**config.mk**
```make
export PLATFORM = sky130hd
export DESIGN_NAME = multicycle_control_fsm
export DESIGN_NICKNAME = d
export VERILOG_FILES = /design/src/rtl/multicycle_control_fsm.sv
export SDC_FILE = /design/constraint.sdc
export NUM_CORES = 1
export LEC_CHECK = 0
export ABC_AREA = 0
export BUFFER_PORTS_ARGS = -buffer_cell sky130_fd_sc_hd__buf_2
export CORE_ASPECT_RATIO = 1.75
export CORE_MARGIN = 2
export CORE_UTILIZATION = 40
export DETAILED_ROUTE_END_ITERATION = 7
export GPL_TIMING_DRIVEN = 0
export PLACE_DENSITY_LB_ADDON = 0.15
export SYNTH_ARGS = -nofsm -noshare
export SYNTH_HDL_FRONTEND = slang
export SYNTH_SLANG_ARGS = --single-unit
```
**constraint.sdc**
```tcl
create_clock -name clock -period 1.85 [get_ports clock]
set_input_delay 0.185 -clock clock [delete_from_list [all_inputs] [get_ports clock]]
set_output_delay 0.185 -clock clock [all_outputs]
set_load 0.05 [all_outputs]
```
**src/rtl/multicycle_control_fsm.sv**
```systemverilog
// Moore control FSM for the multicycle MIPS datapath: opcode dispatch, datapath controls, retire counter.
// Define MULTICYCLE_ADDI_EN to build the addi execute/write-back states; otherwise opcode 6'h08 is illegal.
module multicycle_control_fsm (
    input  logic        clock,
    input  logic        Reset,
    input  logic [5:0]  opcode,
    output logic        PCWriteCond,
    output logic        PCWrite,
    output logic        IorD,
    output logic        MemRead,
    output logic        MemWrite,
    output logic        MemtoReg,
    output logic        IRWrite,
    output logic [1:0]  PCSource,
    output logic [1:0]  ALUOp,
    output logic [1:0]  ALUSrcB,
    output logic        ALUSrcA,
    output logic        RegWrite,
    output logic        RegDst,
    output logic [3:0]  state,
    output logic [31:0] instr_count,
    output logic        illegal_op
);

    typedef enum logic [3:0] {
        FETCH    = 4'h0, DECODE   = 4'h1, MEMADR   = 4'h2, MEMRD   = 4'h3,
        MEMWB    = 4'h4, MEMWR    = 4'h5, RTYPE_EX = 4'h6, RTYPE_WB = 4'h7,
        BEQ      = 4'h8, JUMP     = 4'h9, ADDI_EX  = 4'hA, ADDI_WB  = 4'hB,
        RST      = 4'hF
    } state_t;

    localparam logic [5:0] OP_R    = 6'h00;
    localparam logic [5:0] OP_LW   = 6'h23;
    localparam logic [5:0] OP_SW   = 6'h2B;
    localparam logic [5:0] OP_BEQ  = 6'h04;
    localparam logic [5:0] OP_J    = 6'h02;
    localparam logic [5:0] OP_ADDI = 6'h08;

    state_t cur, nxt;
    logic   dec_illegal;
    logic   retire;

    always_ff @(posedge clock or posedge Reset) begin
        if (Reset) cur <= RST;
        else       cur <= nxt;
    end

    always_comb begin
        nxt         = FETCH;
        dec_illegal = 1'b0;
        case (cur)
            RST:      nxt = FETCH;
            FETCH:    nxt = DECODE;
            DECODE: begin
                case (opcode)
                    OP_R:         nxt = RTYPE_EX;
                    OP_LW, OP_SW: nxt = MEMADR;
                    OP_BEQ:       nxt = BEQ;
                    OP_J:         nxt = JUMP;
`ifdef MULTICYCLE_ADDI_EN
                    OP_ADDI:      nxt = ADDI_EX;
`else
                    OP_ADDI: begin
                        nxt         = FETCH;
                        dec_illegal = 1'b1;
                    end
`endif
                    default: begin
                        nxt         = FETCH;
                        dec_illegal = 1'b1;
                    end
                endcase
            end
            // IR is frozen outside FETCH, so the opcode still selects lw vs sw here
            MEMADR:   nxt = (opcode == OP_LW) ? MEMRD : MEMWR;
            MEMRD:    nxt = MEMWB;
            RTYPE_EX: nxt = RTYPE_WB;
`ifdef MULTICYCLE_ADDI_EN
            ADDI_EX:  nxt = ADDI_WB;
`endif
            default:  nxt = FETCH;
        endcase
    end

    always_comb begin
        PCWriteCond = 1'b0;
        PCWrite     = 1'b0;
        IorD        = 1'b0;
        MemRead     = 1'b0;
        MemWrite    = 1'b0;
        MemtoReg    = 1'b0;
        IRWrite     = 1'b0;
        PCSource    = 2'b00;
        ALUOp       = 2'b00;
        ALUSrcB     = 2'b00;
        ALUSrcA     = 1'b0;
        RegWrite    = 1'b0;
        RegDst      = 1'b0;
        case (cur)
            FETCH: begin
                MemRead = 1'b1;
                IRWrite = 1'b1;
                PCWrite = 1'b1;
                ALUSrcB = 2'b01;
            end
            DECODE:   ALUSrcB = 2'b11;
            MEMADR: begin
                ALUSrcA = 1'b1;
                ALUSrcB = 2'b10;
            end
            MEMRD: begin
                MemRead = 1'b1;
                IorD    = 1'b1;
            end
            MEMWB: begin
                RegWrite = 1'b1;
                MemtoReg = 1'b1;
            end
            MEMWR: begin
                MemWrite = 1'b1;
                IorD     = 1'b1;
            end
            RTYPE_EX: begin
                ALUSrcA = 1'b1;
                ALUOp   = 2'b10;
            end
            RTYPE_WB: begin
                RegWrite = 1'b1;
                RegDst   = 1'b1;
            end
            BEQ: begin
                ALUSrcA     = 1'b1;
                ALUOp       = 2'b01;
                PCWriteCond = 1'b1;
                PCSource    = 2'b01;
            end
            JUMP: begin
                PCWrite  = 1'b1;
                PCSource = 2'b10;
            end
`ifdef MULTICYCLE_ADDI_EN
            ADDI_EX: begin
                ALUSrcA = 1'b1;
                ALUSrcB = 2'b10;
            end
            ADDI_WB:  RegWrite = 1'b1;
`endif
            default: ;
        endcase
    end

    // Every terminal state's only successor is FETCH, so being in one means retiring this edge
    assign retire = (cur == MEMWB) || (cur == MEMWR) || (cur == RTYPE_WB) ||
                    (cur == BEQ) || (cur == JUMP) || (cur == ADDI_WB);

    always_ff @(posedge clock or posedge Reset) begin
        if (Reset) begin
            instr_count <= 32'd0;
            illegal_op  <= 1'b0;
        end else begin
            if (retire) instr_count <= instr_count + 32'd1;
            illegal_op <= (cur == DECODE) && dec_illegal;
        end
    end

    assign state = cur;

endmodule

```
* Yosys cells after proc, flatten, opt, wreduce, memory -nomap -nowiden *
Cells that the tools add are included.

word-level totals
  flip-flop bits (word level) = 37
  latch bits = 0
  memory bits (writable) = 0
  memory bits (read-only) = 0
  memories kept = 0

cells by class
  add/subtract/negate cells = 1
  multiply operators = 0
  div/mod/pow operators = 0
  $lt $le $gt $ge = 0
  equality and inequality tests = 14
  shifts and indexed selects = 0
  muxes and demuxes = 18
  bitwise logic cells = 0
  reductions and logical operators = 15

operators by type and width
  kind                     count
  $add A32 B1 Y32 const B  1
  $pmux W4 S5              1
  $eq A4 B3 Y1 const B     4
  $pmux W4 S4              1
  $eq A4 B4 Y1 const B     3
  $eq A6 B6 Y1 const B     2
  $mux W1                  12
  $reduce_or A2 Y1         5
  $eq A4 B2 Y1 const B     2
  $pmux W2 S2              2
  $eq A6 B2 Y1 const B     1
  $eq A6 B3 Y1 const B     1
  $logic_not A6 Y1         1
  $pmux W2 S3              1
  $logic_or A1 B1 Y1       5
  $reduce_or A5 Y1         1
  $eq A4 B1 Y1 const B     1
  $logic_not A4 Y1         1
  $mux W3                  1
  $reduce_or A3 Y1         1
  $logic_and A1 B1 Y1      1

* Longest topological paths before layout *
Gate-level depths: netlist (run 1).

  depth in word-level cells = 6
  gate-level depth with buffers = 6
  depth with buffers taken out = 5

* Worst setup path after synthesis (run 1) *
OpenSTA, ideal clock, no wires.

  kind = register -> output
  start point = register cur[1] (netlist: state[1])
  end point = output IorD
  arrival = 1.999 ns
  path slack = -0.334 ns
  cell stages (with the launch flop) = 4
  path through = dfstp_2 buf_2 xnor2_1 nor3_1

between the ends
  longest elaborated chain between the ends = 3
  elaborated cells on any way between the ends = 4
  those cells by class = eq/ne: 2; mux: 1; reduce/logical: 1

RTL lines
  item                                                 RTL line  text
  from (decl)                                          39        state_t cur, nxt;
  from (signal assigned)                               45        else cur <= nxt;
  $eq A4 B3 Y1 / $eq A4 B2 Y1 (equally long branches)  99        case (cur)
  $reduce_or A2 Y1 (no source line) (*)                --
  $mux W1 (*)                                          99
  to (decl)                                            9         output logic IorD,

Every way passes the cells marked *; elsewhere a longest branch is shown, timed or not.

* Worst setup path in the final report (run 1) *
  start point = register cur[3] (netlist: state[3])
  end point = register instr_count[22]

between the ends
  longest elaborated chain between the ends = 6
  elaborated cells on any way between the ends = 11
  those cells by class = eq/ne: 6; reduce/logical: 5

RTL lines
  item                             RTL line  text
  $eq A4 B3 Y1                     153       assign retire = (cur == MEMWB) || (cur == MEMWR) || (cur == RTYPE_WB) ||
  $logic_or A1 B1 Y1 (3 in a row)  153
  $logic_or A1 B1 Y1               154       (cur == BEQ) || (cur == JUMP) || (cur == ADDI_WB);
  $logic_or A1 B1 Y1 (*)           154
  to (signal assigned)             161       if (retire) instr_count <= instr_count + 32'd1;
  to (decl)                        21        output logic [31:0] instr_count,

Marked as above.
A chain may end at the register's enable or synchronous reset.

==> flow_summary.yaml, run 1 <==
setup_path:
  cp-start-kind: "flop"
  cp-end-kind: "flop"
  startpoint: "state[3]$_DFF_PP1_"
  worstPathCellList: "buf_6, nand2b_4, a211o_4, clkbuf_16, nor4_4, xor2_1"
  critical-path-max-stage-delay_ns: 0.54
  path_class: "reg2reg"
  r2r-start: "state[3]$_DFF_PP1_"
  r2r_cells: 6
  r2r_setup_slack_ns: 0.04
  worstPathRequired_ns: 2.06
  r2r_end: "instr_count[22]$_DFFE_PP0P_"
  crit_arrival_ns: 2.02
  cp_max_fo: 8
  slowest_stage: "dfstp_2"
routing:
  dr.pass1.iters: 4
  viasPerCell: 5.40
  ant_nets: 0
  wl_met2_um: 2710
  wirelength_um: 4970
  drc: 0
  dr.max_layer_used: "met4"
  wire_per_inst_um: 15.5
  routed-wl-met3_um: 252
  m1WireLength_um: 1920
  dr.first_iter.drc_count: 53
  via_count: 1735
place:
  dpl.hpwl_um: 3510
  dp_slack_ns: -0.0366
  io_buffers: 59
  place_inst: 309
  place_congestion: 0.789
global_routing:
  grt_max_degree: 38
  grt_pass1_wl_um: 8110
  grt_pass1_vias: 1744
  grt_use_total_pct: 18.0
  antenna_found_initial: 0
  grt_overflow: 0
synth:
  synth-simple-area-share_pct: 29.7
  synthDistinctLibCells: 40
  yosysWarnings: 0
  synth_mux_area_share_pct: 1.08
  yosys.area_share.adder_pct: 0.603
  ys_ff_latch: 37
  ys_seq_area_share_pct: 44.8
  synthXorXnorAreaFrac_pct: 13.9
  synth_compound_area_share_pct: 4.52
  syn_inst: 196
  synth_top_family_by_area: "simple AND/OR/NAND/NOR gates"
  ys.flop_type: "dfrtp_1"
  async_flop_share_pct: 100
  synth-edff-count: 0
  synth_nets: 205
  netlist_area_um2: 2080
  synth_area_per_cell_um2: 10.6
floorplanning:
  initial_core_util_pct: 41.7
  die_h_um: 99.3
  rows: 34
  die-area_um2: 5800
  ios: 61
  die_w_um: 58.5
  core_area_um2: 4980
clock_network:
  cts.clk_slew.worst_paths_ns: 0.07
  htree_levels: 2
  cts_sinks: 37
  clkLatencyLatePin_ns: 0.29
  cts_buffers: 5
  cts_hold_buffers: 0
  cts_root_buf: "clkbuf_8"
  cts.path.max_buffers: 2
  cts_tree: "built"
timing:
  timing.final.ws_setup_ns: 0.0417
  worst_slew_pin_slew_ns: 0.778
  drv_slew: 0
  hold_viol_final: 0
  skew_ns: 0.00469
  max_freq_mhz: 553
  min_period_ns: 1.81
  finalCritPeriodShare_pct: 97.7
  setup_viol: 0
  slew-limit-headroom_pct: 48.0
  rsz0062_at_grt: "true"
min_path:
  hold_path.class: "in2async"
pwr:
  p_leak_nw: 1.58
  power_frac_comb_pct: 34.6
  ir_drop_uv: 724
  seq_power_share_pct: 41.8
  pwr-share-clk_pct: 23.6
  cellPowerDensity_nw_per_um2: 813
  internal_power_mw: 1.34
  netSwitchingFraction_pct: 41.5
  p_switching_mw: 0.954
layout:
  fin_cells: 321
  area_growth_pct: 36.2
  antennaDiodeCount: 0
  fillers: 473
  drive_gt1_share_pct: 46.4
  fin_nets: 275
run_status:
  status: "complete, no violations"
job:
  drv_cap: 0
[synth_stat cells (2+ instances only)]
library cell / instances / area, um^2
buf_4: 2 / 15.0
nand2_1: 14 / 52.6
nand2b_4: 2 / 27.5
nor4_1: 5 / 31.3
and4_1: 6 / 52.6
mux2_2: 2 / 22.5
nand4_2: 2 / 25.0
a21oi_1: 6 / 30.0
nor3_1: 11 / 55.1
nor4_2: 10 / 125
dfstp_2: 4 / 105
buf_6: 3 / 33.8
nand3_1: 10 / 50.1
clkbuf_1: 2 / 7.51
and2_1: 3 / 18.8
nor2_1: 12 / 45.0
xnor2_1: 10 / 87.6
dfrtp_1: 33 / 826
nor4b_1: 2 / 17.5
and3_1: 3 / 18.8
o21ai_0: 3 / 15.0
xor2_1: 23 / 201
nand4_1: 3 / 18.8
inv_1: 9 / 33.8
[cells in the final DEF (no fill, tap or decap), types with 3 or more instances in the layout]
cell / netlist / final
inv_1: 9 / 8
buf_4: 2 / 9
a21oi_1: 6 / 5
nand3_1: 10 / 10
nor2_1: 12 / 10
o21ai_0: 3 / 3
dfrtp_1: 33 / 31
nor4b_2: 1 / 3
nand4_1: 3 / 3
nand2_1: 14 / 12
nor4_1: 5 / 3
buf_6: 3 / 3
nor3_1: 11 / 3
and2_1: 3 / 3
and4_1: 6 / 6
buf_2: 1 / 54
clkbuf_8: 0 / 5
clkbuf_1: 2 / 4
nor4_4: 1 / 11
nor3_2: 0 / 6
dfstp_2: 4 / 4
xnor2_1: 10 / 10
xor2_1: 23 / 23
[worst max-delay path by stage]
stage                                   to  slack (ns)  cells after the start
2_1_floorplan  instr_count[25]$_DFFE_PP0P_       -0.12                      6
3_3_place_gp   instr_count[22]$_DFFE_PP0P_       -0.04                      6
3_5_place_dp   instr_count[22]$_DFFE_PP0P_       -0.04                      6
4_1_cts        instr_count[19]$_DFFE_PP0P_       -0.04                      6
5_1_grt        instr_count[18]$_DFFE_PP0P_       -0.04                      6
6_report       instr_count[22]$_DFFE_PP0P_        0.04                      6
[power by group through the flow]
stage | clock network [mW] | logic (mW) | registers (mW)
floorplan | 0 | 0.415 | 1.16
global placement | 0 | 0.782 | 0.970
detailed placement | 0 | 0.783 | 0.971
CTS | 0.567 | 0.782 | 0.960
global route | 0.588 | 0.849 | 0.976
finish | 0.543 | 0.795 | 0.959
[cell type report]
| type | count | area, um^2 | share of cell area, % |
|---|---|---|---|
| Multi-Input combinational cell | 141 | 1260 | 44.6 |
| Inverter | 9 | 33.8 | 1.20 |
| Timing Repair Buffer | 65 | 374 | 13.2 |
| Clock buffer | 8 | 80.1 | 2.83 |
| Sequential cell | 37 | 933 | 33.0 |
| Tap cell | 54 | 67.6 | 2.39 |
| Buffer | 7 | 76.3 | 2.70 |
[repair_timing]
action / CTS / global route
setup endpoints to repair: 17 / 20
pin swaps: 4 / 14
gates resized for setup: 9 / 24
setup buffers: 0 / 5
gates cloned: 0 / 1
[flip-flops by register name, summed over array words and instances, names as in the netlist]
register / cells
illegal_op: 1
instr_count: 32
state: 4
[layer usage]
layer | global-route usage (%) | up-vias
met2 | 33.3 | 55
met4 | 6.44 | 0
met3 | 3.38 | 9
met5 | 0 | -
met1 | 19.6 | 841
li1 | - | 830
[logic make-up after synthesis]
family          after synthesis
flops                        37
compound gates               14
fa+ha+maj                     1
simple gates                 91
buf+inv                      18
mux                           2
xor+xnor                     33
[critical path: cells and delay by family, from the launching register on]
kind	cells	cell delay (ns)
DFF	1	0.54
buffers and inverters	2	0.34
AOI/OAI and AO/OA	1	0.42
and+or+nand+nor	2	0.26
xor gates and xnor gates	1	0.17
[per-stage QoR]
stage                     hold slack (ns)  setup TNS (ns)  area, um^2  utilization, %  total power, mW
after floorplan                     0.221           -1.39        2140               -             1.58
after global placement              0.402         -0.0889        2500            50.2             1.75
after detailed placement            0.387          -0.111        2500            50.2             1.75
after CTS                          0.0656          -0.202        2620            52.7             2.31
after global routing                0.108          -0.174        2830            56.8             2.41
final                              0.0347               0        2830            56.8             2.30
(Power assumes the default switching activity.)
==> inputs of run 2 (changes only) <==
--- a/config.mk
+++ b/config.mk
@@ -9,7 +9,7 @@
 export BUFFER_PORTS_ARGS = -buffer_cell sky130_fd_sc_hd__buf_2
 export CORE_ASPECT_RATIO = 1.75
 export CORE_MARGIN = 2
-export CORE_UTILIZATION = 40
+export CORE_UTILIZATION = 50
 export DETAILED_ROUTE_END_ITERATION = 7
 export GPL_TIMING_DRIVEN = 0
 export PLACE_DENSITY_LB_ADDON = 0.15
==> constraint.sdc (replaced) <==
create_clock -name clock -period 2.1 [get_ports clock]
set_input_delay 0.21 -clock clock [delete_from_list [all_inputs] [get_ports clock]]
set_output_delay 0.21 -clock clock [all_outputs]
set_load 0.05 [all_outputs]
==> run 2 against run 1 <==
  * Final cell count down 3.1%
  * Design area down 11%
  * Highest routed layer unchanged
  * Critical endpoint is now MemRead
  * Largest cell class unchanged
  * Combinational power fell by 16%
  * Largest power group unchanged
==> flow_summary.yaml, run 2 (same netlist as run 1, synthesis figures left out) <==
floorplanning:
  die_h_um: 89.2
  die_w_um: 52.7
  ios: 61
  die-area_um2: 4700
  rows: 31
  core_area_um2: 4070
  initial_core_util_pct: 51.0
setup_path:
  cp-start-kind: "flop"
  path_class: "reg2out"
  r2r_setup_slack_ns: 0.18
  cp_max_fo: 8
  r2r_end: "instr_count[20]$_DFFE_PP0P_"
  worstPathRequired_ns: 1.89
  r2r-start: "state[2]$_DFF_PP1_"
  cp-end-kind: "output port"
  crit_arrival_ns: 1.74
  r2r_cells: 6
timing:
  setup_viol: 0
  worst_slew_pin_slew_ns: 0.758
  min_period_ns: 1.95
  hold_viol_final: 0
  timing.hold.ws_ns: 0.0513
  skew_ns: 0.00953
  rsz0062_at_grt: "false"
  slew-limit-headroom_pct: 49.4
  fin_tns_setup_ns: 0
  drv_slew: 0
  finalCritPeriodShare_pct: 93.0
  max_freq_mhz: 512
clock_network:
  cts.path.max_buffers: 2
  cts_setup_buffers: 0
  cts_tree: "built"
  cts_buffers: 5
  cts_hold_buffers: 0
  htree_levels: 2
  cts_root_buf: "clkbuf_8"
  ctsResizeCount: 0
  cts_sinks: 37
  clkLatencyLatePin_ns: 0.29
  cts.clk_slew.worst_paths_ns: 0.07
place:
  placed_area_um2: 2440
  place_congestion: 0.767
  io_buffers: 59
  dpl.hpwl_um: 3360
routing:
  wire_per_inst_um: 14.5
  drc: 0
  dr.first_iter.drc_count: 16
  dr.pass1.iters: 4
  viasPerCell: 5.37
  wirelength_um: 4520
  via_count: 1671
  ant_nets: 0
layout:
  drive_gt1_share_pct: 38.2
  antennaDiodeCount: 0
  fin_area_um2: 2530
  largest-register: "instr_count"
  layout_common_cells: "buf_2, dfrtp_1, xor2_1, nand2_1"
  final_common_cell: "buf_2"
  area_growth_pct: 21.8
  fin_nets: 270
  largest_reg_flops: 32
pwr:
  ir_drop_uv: 591
  cellPowerDensity_nw_per_um2: 797
  p_leak_nw: 1.31
global_routing:
  grt_use_total_pct: 19.8
  grt_pass1_wl_um: 6930
  antenna_found_initial: 0
  grt_max_degree: 38
  grt_overflow: 0
  grt_pass1_vias: 1511
min_path:
  hold_path.class: "in2async"
job:
  drv_cap: 0
run_status:
  status: "complete, no violations"
run 2: critical path, cell delays in order (launching register included):
cell and delay [ns]:
dfstp_2 0.53, buf_2 0.17, nand2b_1 0.30, and3_1 0.20, buf_2 0.25
run 2: how the worst max path moves through the flow:
stage | start | to | slack [ns] | cells after the start
final | state[1]$_DFF_PP1_ | MemRead | 0.15 | 4
after CTS | state[1]$_DFF_PP1_ | MemRead | 0.03 | 5
after detailed placement | state[2]$_DFF_PP1_ | instr_count[20]$_DFFE_PP0P_ | 0.19 | 6
after floorplan | state[0]$_DFF_PP1_ | ALUSrcB[1] | 0.10 | 3
after global placement | state[2]$_DFF_PP1_ | instr_count[19]$_DFFE_PP0P_ | 0.21 | 6
after global routing | state[1]$_DFF_PP1_ | MemRead | 0.04 | 4
run 2: area by class of cell:
| cell class | count | area [um^2] |
|---|---|---|
| Buffer | 8 | 72.6 |
| Clock buffer | 8 | 90.1 |
| Fill cell | 403 | 1540 |
| Inverter | 9 | 33.8 |
| Multi-Input combinational cell | 141 | 1040 |
| Sequential cell | 37 | 931 |
| Tap cell | 49 | 61.3 |
| Timing Repair Buffer | 59 | 295 |
run 2: report_power, final:
| group | internal (mW) | switching (mW) |
|---|---|---|
| clock | 0.268 | 0.243 |
| sequential | 0.772 | 0.0678 |
| combinational | 0.146 | 0.519 |
| total | 1.19 | 0.830 |
run 2: per-stage QoR:
step	std cells	power [mW]	util, %	setup WS, ns
2_1_floorplan	196	1.37	-	0.105
4_1_cts	312	2.04	62.2	0.0289
6_report	311	2.02	62.1	0.147
3_5_place_dp	304	1.53	60.0	0.192
5_1_grt	311	2.10	62.1	0.0399
3_3_place_gp	304	1.52	60.0	0.210
run 2: metal layers:
metal,global-route usage (%),vias to the layer above,wire [um]
met1,21.8,802,1730
met2,37.2,45,2520
met3,3.01,6,210
met5,0,-,0
met4,6.99,0,60
li1,-,818,-
==> inputs of run 3 (changes only) <==
--- a/config.mk
+++ b/config.mk
@@ -5,7 +5,7 @@
 export SDC_FILE = /design/constraint.sdc
 export NUM_CORES = 1
 export LEC_CHECK = 0
-export ABC_AREA = 0
+export ABC_AREA = 1
 export BUFFER_PORTS_ARGS = -buffer_cell sky130_fd_sc_hd__buf_2
 export CORE_ASPECT_RATIO = 1.75
 export CORE_MARGIN = 2
==> run 3 against run 2 <==
  * Via count is 23% higher
  * Sequential share of layout area decreased by 1.9 points
  * Count of clock-buffer cells in the layout decreased by 1
  * Die area increased by 6.3%
  * Register-to-register slack improved by 0.37 ns
  * Worst hold slack gained 0.012 ns
  * Wire length is 20% higher
  * Synthesized cell count is 43% higher
  * Power is 4.9% higher
==> flow_summary.yaml, run 3 <==
run_status:
  status: "complete, no violations"
synth:
  yosysMostFrequentCell: "nand2_1"
  yosysWarnings: 0
  synthTopCellsByCount: "nand2_1, nor2_1, dfrtp_1"
  synth_nets: 290
  netlist_area_um2: 2220
  synthTopCellsByArea: "dfrtp_1, nand2_1, nor2_1"
  synth_area_per_cell_um2: 7.89
  ys_seq_area_share_pct: 42.0
  ys.flop_type: "dfrtp_1"
  syn_inst: 281
  ys_ff_latch: 37
  synth_top_area_share_pct: 37.3
  async_flop_share_pct: 100
  synthDistinctLibCells: 29
  synth_largest_area_cell: "dfrtp_1"
  synth-edff-count: 0
global_routing:
  grt_pass1_vias: 2104
  grt_max_degree: 38
  use_met3_pct: 4.56
  use_met1_pct: 24.1
  use_met2_pct: 43.8
  antenna_found_initial: 0
  grt-busiest-layer: "met2"
  grt_pass1_wl_um: 9010
  grt_overflow: 0
  grt_use_total_pct: 24.4
clock_network:
  cts_hold_buffers: 0
  cts_buffers: 5
  htree_levels: 2
  cts_sinks: 37
  ctsResizeCount: 0
  cts.path.max_buffers: 2
  cts_setup_buffers: 0
  cts.clk_slew.worst_paths_ns: 0.07
  cts_tree: "built"
  clkLatencyLatePin_ns: 0.29
  cts_root_buf: "clkbuf_8"
timing:
  finalCritPeriodShare_pct: 83.3
  worst_slew_pin_slew_ns: 0.784
  min_period_ns: 1.75
  max_freq_mhz: 572
  timing.final.ws_setup_ns: 0.350
  setup_viol: 0
  drv_slew: 0
  rsz0062_at_grt: "false"
  fin_tns_setup_ns: 0
  slew-limit-headroom_pct: 47.7
  hold_viol_final: 0
  skew_ns: 0.00760
  timing.hold.ws_ns: 0.0629
place:
  place_inst: 392
  dp_slack_ns: 0.543
  place_congestion: 0.818
  dpl.hpwl_um: 4280
  placed_area_um2: 2580
  io_buffers: 60
routing:
  drc: 0
  wirelength_um: 5410
  ant_nets: 0
  via_count: 2057
  viasPerCell: 5.16
  dr.pass1.iters: 7
  wire_per_inst_um: 13.6
  dr.first_iter.drc_count: 28
setup_path:
  endpoint: "IorD"
  crit_arrival_ns: 1.54
  cp_max_fo: 7
  r2r_setup_slack_ns: 0.55
  cp-start-kind: "flop"
  startpoint: "state[1]$_DFF_PP1_"
  r2r_end: "instr_count[24]$_DFFE_PP0P_"
  cp-end-kind: "output port"
  r2r-start: "instr_count[0]$_DFFE_PP0P_"
  path_class: "reg2out"
  r2r_cells: 8
  worstPathRequired_ns: 1.89
job:
  drv_cap: 0
floorplanning:
  core_area_um2: 4320
  ios: 61
  rows: 32
  die_w_um: 54.3
  die-area_um2: 5000
  die_h_um: 92.1
  initial_core_util_pct: 51.2
layout:
  layout_common_cells: "nand2_1, buf_2, nor2_1, dfrtp_1, inv_1"
  largest_reg_flops: 32
  final_common_cell: "nand2_1"
  fillers: 438
  fin_area_um2: 2670
  fin_cells: 399
  drive_gt1_share_pct: 29.9
  utilization_pct: 61.7
  area_growth_pct: 20.4
  multi_input_area_um2: 1130
  seqCellArea_um2: 931
  largest-register: "instr_count"
  antennaDiodeCount: 0
  fin_nets: 357
pwr:
  cellPowerDensity_nw_per_um2: 792
  power_mw: 2.11
  p_leak_nw: 1.43
  ir_drop_uv: 589
min_path:
  hold_path.class: "in2async"
## run 3: critical path: stages (launching register included)
cell	delay, ns
dfstp_2	0.59
nand2_1	0.10
nor2_1	0.14
inv_1	0.07
o21ai_0	0.06
buf_2	0.28
## run 3: per-layer routing
layer	routed length [um]	vias up
met5	0	-
met4	269	0
met3	237	25
met2	3010	77
met1	1890	932
li1	-	1023
## run 3: final cells by class
type | instances | share of cell area, %
clock buffers | 7 | 3.23
repair buffers | 60 | 11.3
multi-input cells | 205 | 42.5
plain buffers | 2 | 0.563
well taps | 51 | 2.39
inverters | 37 | 5.20
flip-flops and latches | 37 | 34.9
## run 3: how the worst min path moves through the flow
stage | start | endpoint | slack (ns) | cells after the start
after global routing | Reset | instr_count[17]$_DFFE_PP0P_ | 0.13 | 2
after floorplan | opcode[2] | state[3]$_DFF_PP1_ | 0.35 | 2
after detailed placement | Reset | instr_count[3]$_DFFE_PP0P_ | 0.41 | 2
after CTS | Reset | instr_count[17]$_DFFE_PP0P_ | 0.09 | 2
final | Reset | instr_count[10]$_DFFE_PP0P_ | 0.06 | 2
after global placement | instr_count[9]$_DFFE_PP0P_ | instr_count[9]$_DFFE_PP0P_ | 0.50 | 1
## run 3: cells by family after synthesis
| logic type | count (synthesis) | synth area share [%] |
|---|---|---|
| xor gates and xnor gates | 19 | 7.51 |
| and+or+nand+nor | 171 | 39.4 |
| muxes | 1 | 0.508 |
| AOI/OAI and AO/OA | 13 | 3.05 |
| adders and majority gates | 1 | 0.565 |
| buffers and inverters | 39 | 6.94 |
| DFF | 37 | 42.0 |
## run 3: power by group
group	switching (mW)	leakage, nW	internal, mW
Clock	0.249	0.0443	0.261
Combinational	0.606	0.888	0.160
Sequential	0.0597	0.495	0.779
